`src/rtl/flex_timer.sv`:
```
// flex_timer: parametrised up/down counter/timer with wrap, saturate and one-shot modes.
// Defining FLEX_TIMER_PRESCALE_EN adds the prescale_val port and a P-bit tick prescaler.
module flex_timer #(
  parameter int NUM_CNT_BITS  = 4,
  parameter int PRESCALE_BITS = 4
) (
  input  logic                     clk,
  input  logic                     n_rst,
  input  logic                     clear,
  input  logic                     load_en,
  input  logic [NUM_CNT_BITS-1:0]  load_val,
  input  logic                     count_enable,
  input  logic                     count_down,
  input  logic [1:0]               mode,
  input  logic [NUM_CNT_BITS-1:0]  rollover_val,
`ifdef FLEX_TIMER_PRESCALE_EN
  input  logic [PRESCALE_BITS-1:0] prescale_val,
`endif
  output logic [NUM_CNT_BITS-1:0]  count_out,
  output logic                     rollover_flag,
  output logic                     rollover_pulse,
  output logic                     busy
);

  localparam logic [1:0] ST_IDLE = 2'd0;
  localparam logic [1:0] ST_RUN  = 2'd1;
  localparam logic [1:0] ST_DONE = 2'd2;
  localparam logic [NUM_CNT_BITS-1:0] ONE = NUM_CNT_BITS'(1);

  logic [1:0]              state, state_nxt;
  logic [NUM_CNT_BITS-1:0] count_nxt, stepped;
  logic pulse_nxt, one_shot, saturate, step_req, tick, step, at_term, next_term;

  assign one_shot = (mode == 2'b10);
  assign saturate = (mode == 2'b01);
  assign step_req = one_shot ? (state == ST_RUN) : count_enable;

  assign at_term       = count_down ? (count_out == '0) : (count_out >= rollover_val);
  assign rollover_flag = at_term;
  assign stepped       = count_down ? (count_out - ONE) : (count_out + ONE);
  assign next_term     = count_down ? (stepped == '0) : (stepped >= rollover_val);

`ifdef FLEX_TIMER_PRESCALE_EN
  logic [PRESCALE_BITS-1:0] prescaler;

  assign tick = (prescaler == prescale_val);

  always_ff @(posedge clk or negedge n_rst) begin
    if (!n_rst)
      prescaler <= '0;
    else if (clear || load_en)
      prescaler <= '0;
    else if (step_req)
      prescaler <= tick ? '0 : prescaler + PRESCALE_BITS'(1);
  end
`else
  assign tick = 1'b1;
`endif

  assign step = step_req & tick;

  always_comb begin
    count_nxt = count_out;
    state_nxt = state;
    pulse_nxt = 1'b0;
    if (clear) begin
      count_nxt = '0;
      state_nxt = ST_IDLE;
    end else if (load_en) begin
      count_nxt = load_val;
      state_nxt = ST_IDLE;
    end else if (!one_shot) begin
      state_nxt = ST_IDLE;
      if (step) begin
        if (at_term) begin
          // Saturate holds silently; wrap reloads and reports the event
          if (!saturate) begin
            count_nxt = count_down ? rollover_val : '0;
            pulse_nxt = 1'b1;
          end
        end else begin
          count_nxt = stepped;
          pulse_nxt = saturate & next_term;
        end
      end
    end else begin
      case (state)
        ST_IDLE: if (count_enable) state_nxt = ST_RUN;
        ST_RUN: begin
          if (step) begin
            if (!at_term) count_nxt = stepped;
            if (at_term || next_term) begin
              state_nxt = ST_DONE;
              pulse_nxt = 1'b1;
            end
          end
        end
        ST_DONE: state_nxt = ST_DONE;
        default: state_nxt = ST_IDLE;
      endcase
    end
  end

  always_ff @(posedge clk or negedge n_rst) begin
    if (!n_rst) begin
      count_out      <= '0;
      state          <= ST_IDLE;
      rollover_pulse <= 1'b0;
      busy           <= 1'b0;
    end else begin
      count_out      <= count_nxt;
      state          <= state_nxt;
      rollover_pulse <= pulse_nxt;
      busy           <= (state_nxt == ST_RUN);
    end
  end

endmodule
```
`config.mk`:
```
export PLATFORM = sky130hd
export DESIGN_NAME = flex_timer
export DESIGN_NICKNAME = d
export VERILOG_FILES = /design/src/rtl/flex_timer.sv
export SDC_FILE = /design/constraint.sdc
export NUM_CORES = 1
export LEC_CHECK = 0
export ABC_AREA = 1
export CAP_MARGIN = 40
export CORE_MARGIN = 2
export CORE_UTILIZATION = 30
export CTS_BUF_LIST = sky130_fd_sc_hd__clkbuf_8
export DETAILED_ROUTE_END_ITERATION = 8
export GPL_TIMING_DRIVEN = 0
export PLACE_DENSITY = 0.51
export SLEW_MARGIN = 0
export SYNTH_ARGS = -nofsm -noshare
export SYNTH_HDL_FRONTEND = slang
export SYNTH_SLANG_ARGS = --single-unit
```
`constraint.sdc`:
```
create_clock -name clk -period 4.1 [get_ports clk]
set_input_delay 1.23 -clock clk [delete_from_list [all_inputs] [get_ports clk]]
set_output_delay 1.23 -clock clk [all_outputs]
set_load 0.005 [all_outputs]
```
Yosys cells after proc, flatten, opt, wreduce, memory -nomap -nowiden
Cells that the tools add are included.

storage, ports and cells
  register bits after elaboration = 8
  bits of input ports = 16
  output and inout bits = 7
  word-level logic and storage cells = 54

cells by class
  add/sub/neg operators = 2
  magnitude comparators = 2
  eq/ne operators = 9
  muxes and demuxes = 30
  bitwise logic cells = 1
  reductions and logical operators = 6

operators by type and width
  cell                   count
  $mux W4                11
  $mux W1                12
  $mux W2                6
  $ne A4 B4 Y1 const B   3
  $ge A4 B4 Y1           2
  $logic_not A4 Y1       2
  $eq A2 B1 Y1 const B   3
  $pmux W2 S3            1
  $reduce_and A5 Y1      1
  $add A4 B1 Y4 const B  1
  $eq A2 B2 Y1 const B   2
  $ne A4 B3 Y1 const B   1
  $reduce_bool A4 Y1     1
  $sub A4 B1 Y4 const B  1
  $logic_not A2 Y1       1
  $and A1 B1 Y1          1
  $logic_or A1 B1 Y1     1

Logic depth before layout (Yosys ltp)
  depth in word-level cells = 12
  depth in mapped cells = 14

Worst setup path before layout
OpenSTA, ideal clock, no wires.

  kind = input port to output port
  start point = in rollover_val[3]
  end point = out rollover_flag
  data arrival time = 1.953 ns
  required time = 2.870 ns
  slack = 0.917 ns
  cell stages on the path = 8
  buffers on the path = 0
  path through = inv_1 ha_1 nand2_1 inv_1 nand3_1 nand4_1 nand2_2 inv_2

on the way
  word-level cells in the longest chain between the ends = 2

ends and longest elaborated chain
  element             line  text
  start: declaration  15    input logic [NUM_CNT_BITS-1:0] rollover_val,
  $ge A4 B4 Y1        38    assign at_term = count_down ? (count_out == '0) : (count_out >= rollover_val);
  $mux W1             38
  end: declaration    20    output logic rollover_flag,

Every way passes these cells.

Final worst setup path
  start point = in rollover_val[1]
  end point = out rollover_flag

The elaborated chain is that of the path after synthesis.

==> flow_summary.yaml <==
power:
  ir_worst_vdd_mv: 0.194
  p_comb_share_pct: 45.6
  p_int_w: 0.000220
  switching_share_pct: 36.3
  power_density_nw_per_um2: 288
  seq_power_share_pct: 28.1
  leakagePower_nw: 0.669
  clockPowerShare_pct: 26.3
  power.switching_w: 0.000125
final_layout:
  nNetsFinal: 197
  drive_gt1_share_pct: 14.8
  n_antenna_cell: 0
  final_util_pct: 43.0
  area_growth_pct: 34.0
  fin_cells: 200
clocking:
  clkTransAtPathRegs_ns: 0.04
  cts_hold_buf: 0
  cts_buffers: 3
  htreeDepth: 1
  cts_tree: "done"
  cts.sink_count: 8
  cts_buffer_depth: 2
  root_buffer: "clkbuf_8"
  clock_latency_ns: 0.22
grt:
  grt_pass1_wl_um: 3480
  grt_use_total_pct: 13.3
  grt_max_degree: 9
  grt-ovfl-total: 0
  grt_pass1_vias: 838
  antenna_found_initial: 0
placement:
  dp_hpwl_um: 1720
  place_congestion: 0.784
  dpl.cell_count: 196
  io_buffers: 22
  place_ws_ns: -0.223
sta:
  max_freq_mhz: 251
  drv_slew: 0
  worst_pin_slew_ns: 0.333
  rsz0062_at_grt: "false"
  finalCritPeriodShare_pct: 97.3
  skew_ns: 0.000945
  finalHoldViolCount: 0
  fin_ws_ns: 0.110
  slew_headroom_pct: 77.7
  setup_viol: 0
  period_needed_ns: 3.99
setup_path:
  cpMostUsedCell: "nand2_1"
  path_max_fanout: 4
  cp-end-kind: "output port"
  arrival_ns: 2.76
  crit_path_cell_trace: "clkdlybuf4s50_1 > inv_1 > ha_1 > nand2_1 > nand2_1 > nand2_1 > nand4_1 > nand2_2 > inv_2 > dlygate4sd2_1"
  cp-start-kind: "input pin"
  critical_path_required_ns: 2.87
  critPathKind: "in2out"
  r2r-start: "count_out[0]"
  cp_slowest_cell: "clkdlybuf4s50_1"
  reg2reg_depth: 11
  worstReg2RegEnd: "busy"
  rrSetupSlack_ns: 1.98
  slowest_delay_ns: 0.47
floorplanning:
  die_x_um: 58.6
  start_util_pct: 32.1
  ios: 23
  core_sq_um: 2780
  die_h_um: 58.6
  rows: 19
  dieArea_sq_um: 3430
synthesis:
  syn_area_sq_um: 893
  synth_edf_count: 0
  synth_area_leaders: "dfrtp_1, nand2_1, ha_1, inv_1, nand3_1"
  async_flop_share_pct: 100
  synth_most_common_cell: "nand2_1"
  postSynthCellCount: 143
  syn_area_per_cell_sq_um: 6.25
  synth_top_area_share_pct: 22.4
  synth_top_cells_by_count: "nand2_1, inv_1, nor2_1"
  ys_warn_count: 0
  yosys_most_used_dff: "dfrtp_1"
  synth_cell_types: 22
  yosysSeqAreaShare_pct: 22.4
  synth_nets: 169
  ys_ff_latch: 8
  yosys.area.top_type: "dfrtp_1"
flow_run:
  drv_cap: 0
drt:
  drcViolationCount: 0
  routed_wl_um: 2050
  firstDrtPassIters: 4
  route.antenna.remaining_nets: 0
  wire_per_inst_um: 10.3
  routed_via_density: 4.47
  drtIter0Drc: 22
  vias: 893
min_path:
  min-delay-start: "state[1]"
  hold_class: "reg2reg"
  min_delay_path_depth: 2
  hold_path_end: "state[1]"
run_status:
  status: "finished clean"
[worst max path at each step]
stage | endpoint | start | slack [ns] | cells after the start
2_1_floorplan | rollover_flag | rollover_val[3] | 0.92 | 8
3_3_place_gp | rollover_flag | rollover_val[3] | -0.22 | 10
3_5_place_dp | rollover_flag | rollover_val[3] | -0.22 | 10
4_1_cts | rollover_flag | rollover_val[1] | 0.11 | 10
5_1_grt | rollover_flag | rollover_val[1] | 0.007 | 10
6_report | rollover_flag | rollover_val[1] | 0.11 | 10
[repair_timing]
| item | in CTS | in global routing |
|---|---|---|
| setup endpoints to repair | 1 | 0 |
| buffers inserted | 1 | 0 |
| gates resized for setup | 3 | 0 |
[per-layer routing]
layer	track usage, %	vias up	part of all wire [%]
met3	1.98	2	2.2
met2	21.2	14	46
met5	0	-	0
met1	18.0	387	51
met4	5.84	0	0.59
li1	-	490	-
[cells by family after synthesis]
kind of cell | after synthesis | share of synthesized area, %
AND/OR/NAND/NOR | 88 | 43.6
buffers and inverters | 28 | 12.9
adder cells (fa/ha/maj) | 10 | 14.8
AO/OA/AOI/OAI | 8 | 5.32
flip-flops | 8 | 22.4
XOR/XNOR | 1 | 0.981
[sequential cells by signal, summed over array words and instances, names as in the netlist]
signal / flops
count_out: 4
state: 2
rollover_pulse: 1
busy: 1
[power by group through the flow]
stage	Clock, W	Sequential [W]	Combinational (W)
5_1_grt	0.000101	0.0000982	0.000183
4_1_cts	0.0000945	0.0000971	0.000160
3_3_place_gp	0	0.0000978	0.000157
3_5_place_dp	0	0.0000980	0.000158
2_1_floorplan	0	0.0000949	0.000102
6_report	0.0000909	0.0000969	0.000158
[placed cells by master, fill, tap and decap left out, types with 2 or more instances in the layout]
master	count
nor2_1	17
dlygate4sd2_1	3
nor3_1	2
nand2_1	43
clkbuf_8	3
a21oi_1	3
o21ai_0	2
nand2_2	7
inv_2	6
clkdlybuf4s50_1	19
inv_1	20
nand3_1	14
ha_1	9
dfrtp_1	8
nor2_2	2
[final cells by class]
| class | instances | area [sq um] |
|---|---|---|
| Timing Repair Buffer | 23 | 224 |
| Fill cell | 305 | 1580 |
| Inverter | 27 | 104 |
| Buffer | 1 | 11.3 |
| Sequential cell | 8 | 200 |
| Multi-Input combinational cell | 107 | 578 |
| Clock buffer | 3 | 41.3 |
| Tap cell | 31 | 38.8 |
[metrics by stage]
stage	total power (W)	hold slack, ns	instance area [sq um]	setup TNS, ns
after floorplan	0.000197	0.522	893	0
after global placement	0.000255	0.545	1150	-0.219
after detailed placement	0.000256	0.557	1150	-0.223
after CTS	0.000352	0.563	1200	0
after global routing	0.000382	0.605	1200	0
final	0.000345	0.557	1200	0
[worst max-delay path, delay by kind of cell]
kind,cells,cell delay (ns)
buffers and inverters,4,0.85
AND/OR/NAND/NOR,5,0.37
adder cells (fa/ha/maj),1,0.31
No activity file was read; power rests on OpenSTA's default activity.
